==> config.mk <==
export PLATFORM = sky130hd
export DESIGN_NAME = mdu_iter_flat
export DESIGN_NICKNAME = d
export VERILOG_FILES = /design/src/rtl/mdu_pkg.sv /design/src/rtl/mdu_iter_if.sv /design/src/rtl/mdu_iter.sv /design/src/flat_wrapper.sv
export SDC_FILE = /design/constraint.sdc
export NUM_CORES = 1
export LEC_CHECK = 0
export BUFFER_PORTS_ARGS = -buffer_cell sky130_fd_sc_hd__buf_2
export CAP_MARGIN = 15
export CELL_PAD_IN_SITES_DETAIL_PLACEMENT = 1
export CELL_PAD_IN_SITES_GLOBAL_PLACEMENT = 2
export CORE_UTILIZATION = 37
export DETAILED_ROUTE_END_ITERATION = 6
export PLACE_DENSITY = 0.83
export SYNTH_ARGS = -nofsm -noshare
export SYNTH_HDL_FRONTEND = slang
export SYNTH_SLANG_ARGS = --single-unit
export TNS_END_PERCENT = 5
==> constraint.sdc <==
create_clock -name clk -period 5.6 [get_ports clk]
set_input_delay 0.56 -clock clk [delete_from_list [all_inputs] [get_ports clk]]
set_output_delay 0.56 -clock clk [all_outputs]
set_load 0.01 [all_outputs]
==> src/rtl/mdu_pkg.sv <==
// Shared definitions for the iterative RV32 M-extension multiply/divide unit:
// funct3 op codes, FSM state encoding and operand signedness decode.
package mdu_pkg;

    localparam logic [6:0] MDU_FUNCT7 = 7'b0000001;

    localparam logic [2:0] MDU_MUL    = 3'b000;
    localparam logic [2:0] MDU_MULH   = 3'b001;
    localparam logic [2:0] MDU_MULHSU = 3'b010;
    localparam logic [2:0] MDU_MULHU  = 3'b011;
    localparam logic [2:0] MDU_DIV    = 3'b100;
    localparam logic [2:0] MDU_DIVU   = 3'b101;
    localparam logic [2:0] MDU_REM    = 3'b110;
    localparam logic [2:0] MDU_REMU   = 3'b111;

    typedef enum logic [1:0] {
        ST_IDLE  = 2'd0,
        ST_CALC  = 2'd1,
        ST_FIXUP = 2'd2,
        ST_DONE  = 2'd3
    } mdu_state_t;

    function automatic logic op_signed_a(input logic [2:0] f3);
        return (f3 == MDU_MULH) || (f3 == MDU_MULHSU) || (f3 == MDU_DIV) || (f3 == MDU_REM);
    endfunction

    function automatic logic op_signed_b(input logic [2:0] f3);
        return (f3 == MDU_MULH) || (f3 == MDU_DIV) || (f3 == MDU_REM);
    endfunction

endpackage

==> src/rtl/mdu_iter_if.sv <==
// Start/done request bus between the EX stage (master) and the multiply/divide unit (slave).
interface mdu_iter_if #(
    parameter int unsigned XLEN  = 32,
    parameter int unsigned TAG_W = 5
);
    logic             start;
    logic             flush;
    logic [2:0]       funct3;
    logic [XLEN-1:0]  op_a;
    logic [XLEN-1:0]  op_b;
    logic [TAG_W-1:0] tag_in;
    logic             busy;
    logic             done;
    logic [XLEN-1:0]  result;
    logic [TAG_W-1:0] tag_out;

    modport master (
        output start, flush, funct3, op_a, op_b, tag_in,
        input  busy, done, result, tag_out
    );

    modport slave (
        input  start, flush, funct3, op_a, op_b, tag_in,
        output busy, done, result, tag_out
    );
endinterface

==> src/rtl/mdu_iter.sv <==
// Iterative RV32 M-extension unit: XLEN-cycle shift-add multiply / restoring divide on
// operand magnitudes, followed by a one-cycle sign fixup and a single-cycle done pulse.
module mdu_iter
    import mdu_pkg::*;
#(
    parameter int unsigned XLEN  = 32,
    parameter int unsigned TAG_W = 5
) (
    input  logic        clk,
    input  logic        rst,
    mdu_iter_if.slave   bus
);

    localparam int unsigned CNT_W = $clog2(XLEN);
    localparam logic [XLEN-1:0] MOST_NEG = {1'b1, {(XLEN-1){1'b0}}};

    mdu_state_t state_q, state_d;

    logic [CNT_W-1:0] cnt_q;
    logic [2:0]       f3_q;
    logic             sa_q, sb_q;
    logic [TAG_W-1:0] tag_q;
    logic [XLEN-1:0]  mag_b_q;
    logic [XLEN-1:0]  hi_q, lo_q;

    logic             busy_q, busy_d;
    logic             done_q, done_d;
    logic [XLEN-1:0]  res_q, res_d;
    logic [TAG_W-1:0] tag_out_q, tag_out_d;

    logic             accept_c, special_c, sa_c, sb_c;
    logic [XLEN-1:0]  mag_a_c, mag_b_c, special_res_c;
    logic [XLEN:0]    mul_sum_c, div_sh_c;
    logic             div_ge_c;
    logic [XLEN-1:0]  div_sub_c, hi_n, lo_n;
    logic [2*XLEN-1:0] prod_fix_c;
    logic [XLEN-1:0]  quo_fix_c, rem_fix_c, final_c;

    // Accept decode, operand magnitudes and the divide special cases that bypass CALC
    always_comb begin
        accept_c = (state_q == ST_IDLE) && bus.start && !bus.flush;
        sa_c     = op_signed_a(bus.funct3) && bus.op_a[XLEN-1];
        sb_c     = op_signed_b(bus.funct3) && bus.op_b[XLEN-1];
        mag_a_c  = sa_c ? -bus.op_a : bus.op_a;
        mag_b_c  = sb_c ? -bus.op_b : bus.op_b;
        special_c     = 1'b0;
        special_res_c = '0;
        if (bus.funct3[2]) begin
            if (bus.op_b == '0) begin
                special_c     = 1'b1;
                special_res_c = bus.funct3[1] ? bus.op_a : '1;
            end else if ((bus.funct3 == MDU_DIV || bus.funct3 == MDU_REM) &&
                         bus.op_a == MOST_NEG && bus.op_b == '1) begin
                special_c     = 1'b1;
                special_res_c = bus.funct3[1] ? '0 : bus.op_a;
            end
        end
    end

    // One radix-2 step: hi:lo is the product accumulator or remainder:dividend/quotient
    always_comb begin
        mul_sum_c = {1'b0, hi_q} + (lo_q[0] ? {1'b0, mag_b_q} : '0);
        div_sh_c  = {hi_q, lo_q[XLEN-1]};
        div_ge_c  = div_sh_c >= {1'b0, mag_b_q};
        div_sub_c = div_sh_c[XLEN-1:0] - mag_b_q;
        if (f3_q[2]) begin
            hi_n = div_ge_c ? div_sub_c : div_sh_c[XLEN-1:0];
            lo_n = {lo_q[XLEN-2:0], div_ge_c};
        end else begin
            hi_n = mul_sum_c[XLEN:1];
            lo_n = {mul_sum_c[0], lo_q[XLEN-1:1]};
        end
    end

    // Sign restoration and final result selection
    always_comb begin
        prod_fix_c = (sa_q ^ sb_q) ? -{hi_q, lo_q} : {hi_q, lo_q};
        quo_fix_c  = (sa_q ^ sb_q) ? -lo_q : lo_q;
        rem_fix_c  = sa_q ? -hi_q : hi_q;
        if (f3_q[2])
            final_c = f3_q[1] ? rem_fix_c : quo_fix_c;
        else if (f3_q == MDU_MUL)
            final_c = prod_fix_c[XLEN-1:0];
        else
            final_c = prod_fix_c[2*XLEN-1:XLEN];
    end

    always_ff @(posedge clk or posedge rst) begin
        if (rst) state_q <= ST_IDLE;
        else     state_q <= state_d;
    end

    always_comb begin
        state_d = state_q;
        unique case (state_q)
            ST_IDLE:  if (accept_c) state_d = special_c ? ST_DONE : ST_CALC;
            ST_CALC:  if (cnt_q == CNT_W'(XLEN-1)) state_d = ST_FIXUP;
            ST_FIXUP: state_d = ST_DONE;
            ST_DONE:  state_d = ST_IDLE;
        endcase
        if (bus.flush) state_d = ST_IDLE;
    end

    // Next values for the registered outputs; flush leaves result/tag_out untouched
    always_comb begin
        busy_d    = (state_d == ST_CALC) || (state_d == ST_FIXUP);
        done_d    = (state_d == ST_DONE);
        res_d     = res_q;
        tag_out_d = tag_out_q;
        if (accept_c && special_c) begin
            res_d     = special_res_c;
            tag_out_d = bus.tag_in;
        end else if (state_q == ST_FIXUP && !bus.flush) begin
            res_d     = final_c;
            tag_out_d = tag_q;
        end
    end

    always_ff @(posedge clk or posedge rst) begin
        if (rst) begin
            busy_q    <= 1'b0;
            done_q    <= 1'b0;
            res_q     <= '0;
            tag_out_q <= '0;
        end else begin
            busy_q    <= busy_d;
            done_q    <= done_d;
            res_q     <= res_d;
            tag_out_q <= tag_out_d;
        end
    end

    always_ff @(posedge clk or posedge rst) begin
        if (rst) begin
            cnt_q   <= '0;
            f3_q    <= '0;
            sa_q    <= 1'b0;
            sb_q    <= 1'b0;
            tag_q   <= '0;
            mag_b_q <= '0;
            hi_q    <= '0;
            lo_q    <= '0;
        end else if (accept_c) begin
            cnt_q   <= '0;
            f3_q    <= bus.funct3;
            sa_q    <= sa_c;
            sb_q    <= sb_c;
            tag_q   <= bus.tag_in;
            mag_b_q <= mag_b_c;
            hi_q    <= '0;
            lo_q    <= mag_a_c;
        end else if (state_q == ST_CALC) begin
            cnt_q <= cnt_q + CNT_W'(1);
            hi_q  <= hi_n;
            lo_q  <= lo_n;
        end
    end

    assign bus.busy    = busy_q;
    assign bus.done    = done_q;
    assign bus.result  = res_q;
    assign bus.tag_out = tag_out_q;

endmodule

==> src/flat_wrapper.sv <==
// flat-port wrapper written by rule: the top's interface ports become plain ports
module mdu_iter_flat import mdu_pkg::*;
#(
    parameter int unsigned XLEN  = 32,
    parameter int unsigned TAG_W = 5
)
  (clk, rst, bus_start, bus_flush, bus_funct3, bus_op_a, bus_op_b, bus_tag_in, bus_busy, bus_done, bus_result, bus_tag_out);
  mdu_iter_if #(.XLEN(XLEN), .TAG_W(TAG_W)) bus_i ();
  input  logic clk;
  input  logic rst;
  input wire logic [$bits(bus_i.start)-1:0] bus_start;
  input wire logic [$bits(bus_i.flush)-1:0] bus_flush;
  input wire logic [$bits(bus_i.funct3)-1:0] bus_funct3;
  input wire logic [$bits(bus_i.op_a)-1:0] bus_op_a;
  input wire logic [$bits(bus_i.op_b)-1:0] bus_op_b;
  input wire logic [$bits(bus_i.tag_in)-1:0] bus_tag_in;
  output wire logic [$bits(bus_i.busy)-1:0] bus_busy;
  output wire logic [$bits(bus_i.done)-1:0] bus_done;
  output wire logic [$bits(bus_i.result)-1:0] bus_result;
  output wire logic [$bits(bus_i.tag_out)-1:0] bus_tag_out;
  assign bus_i.start = bus_start;
  assign bus_i.flush = bus_flush;
  assign bus_i.funct3 = bus_funct3;
  assign bus_i.op_a = bus_op_a;
  assign bus_i.op_b = bus_op_b;
  assign bus_i.tag_in = bus_tag_in;
  assign bus_busy = bus_i.busy;
  assign bus_done = bus_i.done;
  assign bus_result = bus_i.result;
  assign bus_tag_out = bus_i.tag_out;
  mdu_iter #(.XLEN(XLEN), .TAG_W(TAG_W)) u_core (.clk(clk), .rst(rst), .bus(bus_i));
endmodule
==> metrics.cfg <==
[clock_network]
ctsResizeCount=0
clock_latency_ns=0.47
clock_path_buffers=2
cts_made_buffers=17
cts_root_buffer=clkbuf_16
h-tree-depth=4
post-cts-setup-buffer-count=0
clkTransAtPathRegs_ns=0.08
clock_sinks=152
cts_tree=built
postCtsHoldBufs=0

[worst_setup_path]
ff2ff_setup_slack_ns=1.34
crit_start=u_core.hi_q[0]$_DFFE_PP0P_
reg2reg_to=u_core.lo_q[0]$_DFFE_PP0P_
crit_end=u_core.lo_q[0]$_DFFE_PP0P_
startpoint_type=flop
slowest_stage=nor2_1
cp_cell_sequence=ha_1 -> nor2b_1 -> o2111ai_1 -> a21oi_1 -> o31ai_1 -> a21bo_2 -> a21oi_1 -> buf_4 -> nor2_1 -> a211oi_1 -> a221o_1
crit_path_max_fanout=10
worst-path-buf-inv=1
cp.arrival_ns=4.57
path_depth=11
critPathCaptureType=flop
crit_family=compound AO/OA/AOI/OAI gates
worst-endpoint-required_ns=5.92
rr_worst_depth=11
path_class=reg2reg
crit_top_cell=a21oi_1
slowest_delay_ns=0.69
reg2reg_from=u_core.hi_q[0]$_DFFE_PP0P_

[yosys]
synthFlopType=dfrtp_1
synth_top_area_frac=0.2552
ys_warn_count=0
ys_ff_latch=152
synthArstFlopShare=1.000
synth-xor-area-share=0.1076
synth-compound-area-share=0.2694
avgSynthCellArea_sq_um=7.576
synth_top_family_by_area=compound AO/OA/AOI/OAI gates
ys_seq_area_frac=0.2552
synth-simple-area-share=0.2078
synth_cell_types=74
synthTopCellsByArea=dfrtp_1 26%, o21ai_0 7.0%, ha_1 6.0%
synth_nets=2117
syn-cell-area_sq_um=14900
synth_edf_count=0
yosys.area.top_type=dfrtp_1
synthAdderAreaFrac=0.06314
netlist_instances=1967
synthMuxAreaShare=0.04274

[run]
cap_viol_max_count=0

[route]
wl_per_cell_um=23.75
num_vias=15580
drtIter0Drc=1216
drt-total-wl_um=60270
drc=0
dr.pass1.iters=5
avgViaCountPerCell=6.137
ant_nets=0

[floorplanning]
die_area_sq_um=41080
initial_utilization=0.3751
die-width_um=202.7
core_area_sq_um=39730
ios=115
die_y_um=202.7
rows=73

[run_status]
outcome=completed

[final_layout]
drive_above_1_share=0.1113
postLayoutCellArea_sq_um=16490
nNetsFinal=2149
fill_cells=4945
synthToLayoutAreaGrowth_pct=10.67

[global_route]
track_usage=0.2946
grt_pass1_wl_um=93510
grt_pass1_vias=15550
grt_max_degree=80
grt.overflow.total=0
grt_antenna_before_repair=1

[power]
power.density_nw_per_um2=451.7
ir_drop_mv=0.2575
cellLeakagePower_nw=7.005

[sta]
skew_ns=0.01733
worstMarginPinSlew_ns=1.127
finalSetupViolCount=0
hold_slack_ns=0.2347
fin_crit_sh=0.7600
hold_viol=0
rsz0062_at_grt=false
post-route-min-period_ns=4.256
slew_headroom=0.2477
drv_slew=0
fmax_ghz=0.2350
finalSetupTns_ns=0

[placed_design]
hpwl_um=45790
io_buffers=114
placedInstanceArea_sq_um=15900
place_congestion=0.9251

[min_path]
hp-class=in2async

-- per-stage QoR --
step | worst slack, ns | total power (W) | cells | util
3_5_place_dp | 1.141 | 0.006181 | 2503 | 0.4002
4_1_cts | 1.414 | 0.007391 | 2535 | 0.4144
3_3_place_gp | 1.149 | 0.006079 | 2503 | 0.4002
2_1_floorplan | 0.9469 | 0.004869 | 1967 | -
6_report | 1.344 | 0.007449 | 2538 | 0.4151
5_1_grt | 1.013 | 0.007948 | 2537 | 0.4150
-- layout by cell type, fill, tap and decap left out, drive strengths merged, types with 8 or more instances in the layout --
| master | netlist | layout |
|---|---|---|
| nor2 | 174 | 174 |
| a221oi | 12 | 12 |
| nor2b | 16 | 16 |
| ha | 72 | 72 |
| mux2i | 58 | 58 |
| inv | 71 | 75 |
| and2 | 14 | 14 |
| o21ai | 212 | 212 |
| xnor2 | 96 | 96 |
| o41ai | 10 | 10 |
| nand2b | 19 | 19 |
| a31oi | 30 | 30 |
| or4 | 14 | 14 |
| buf | 22 | 149 |
| a211oi | 22 | 22 |
| o31ai | 32 | 32 |
| o21a | 12 | 12 |
| nor4 | 20 | 20 |
| a22oi | 25 | 25 |
| clkbuf | 114 | 19 |
| or3 | 21 | 21 |
| a21oi | 125 | 125 |
| nand2 | 217 | 217 |
| nand4 | 30 | 30 |
| a21o | 24 | 24 |
| xor2 | 87 | 87 |
| o221ai | 15 | 15 |
| o21bai | 8 | 8 |
| o22ai | 8 | 8 |
| nand3 | 35 | 35 |
| or2 | 9 | 9 |
| dfrtp | 152 | 152 |
| nor3 | 53 | 53 |
| o211ai | 42 | 42 |
| and3 | 11 | 11 |
-- cell usage after synthesis, types with 7 or more instances --
master    instances
nand2_1         216
o21ai_0         209
nor2_1          174
dfrtp_1         152
a21oi_1         125
clkbuf_1        111
xnor2_1          96
xor2_1           87
ha_1             72
inv_1            70
mux2i_1          58
nor3_1           53
o211ai_1         42
nand3_1          35
o31ai_1          32
a31oi_1          30
nand4_1          30
a22oi_1          25
a21o_1           24
a211oi_1         22
or3_1            21
nand2b_1         19
nor4_1           18
nor2b_1          16
o221ai_1         15
and2_1           13
or4_1            13
a221oi_1         12
buf_1            12
o21a_1           12
and3_1           11
o41ai_1           9
or2_2             9
buf_2             8
o21bai_1          8
o22ai_1           8
nand3b_1          7
o31a_1            7
-- worst register-to-register path: stages (launching register included) --
cell and delay (ns):
dfrtp_1 0.61, ha_1 0.32, nor2b_1 0.15, o2111ai_1 0.27, a21oi_1 0.20, o31ai_1 0.57
a21bo_2 0.29, a21oi_1 0.09, buf_4 0.20, nor2_1 0.70, a211oi_1 0.31, a221o_1 0.40
-- sequential cells by signal, indices dropped and copies added, names as in the netlist, 2 cells and up --
name,flops
u_core.state_q,2
u_core.f3_q,3
u_core.hi_q,32
u_core.bus.tag_out,5
u_core.bus.result,32
u_core.mag_b_q,32
u_core.tag_q,5
u_core.cnt_q,5
u_core.lo_q,32
-- report_power, final --
part / leakage [nW] / internal [W] / switching, W / total, W
logic: 4.80 / 0.00171 / 0.00268 / 0.00439
registers: 1.94 / 0.00133 / 0.000544 / 0.00187
clock network: 0.271 / 0.000628 / 0.000555 / 0.00118
-- how the worst min path moves through the flow --
stage / to / depth (start not counted)
global route: u_core.tag_q[4]$_DFFE_PP0P_ / 3
CTS: u_core.hi_q[0]$_DFFE_PP0P_ / 2
global placement: u_core.tag_q[3]$_DFFE_PP0P_ / 2
finish: u_core.hi_q[0]$_DFFE_PP0P_ / 2
floorplan: u_core.tag_q[0]$_DFFE_PP0P_ / 2
detailed placement: u_core.bus.tag_out[3]$_DFFE_PP0P_ / 2
-- area by class of cell --
cell class / count / area, sq um / area share
multi-input combinational: 1608 / 10340 / 0.6267
timing repair buffer: 149 / 857.1 / 0.05197
clock buffer: 19 / 442.9 / 0.02686
antenna: 1 / 2.502 / 0.0001517
sequential: 152 / 3805 / 0.2307
inverter: 71 / 271.5 / 0.01646
tap: 525 / 656.9 / 0.03983
clock inverter: 13 / 120.1 / 0.007283
-- cell families (layout without fill, tap and decap cells) --
kind of cell / Yosys count / in the layout
and+or+nand+nor: 655 / 655
DFF: 152 / 152
buffers and inverters: 207 / 252
xor gates and xnor gates: 183 / 183
AOI/OAI and AO/OA: 633 / 633
other: 0 / 1
adders and majority gates: 74 / 74
muxes: 63 / 63
-- metal layers --
layer / global-route usage / vias to the layer above / part of all wire
met3: 0.04077 / 86 / 0.057
met2: 0.4569 / 448 / 0.45
met4: 0.1004 / 0 / 0.030
met5: 0 / - / 0
li1: - / 7207 / -
met1: 0.4172 / 7835 / 0.47
Note: power is estimated with default switching activity, not from simulation.
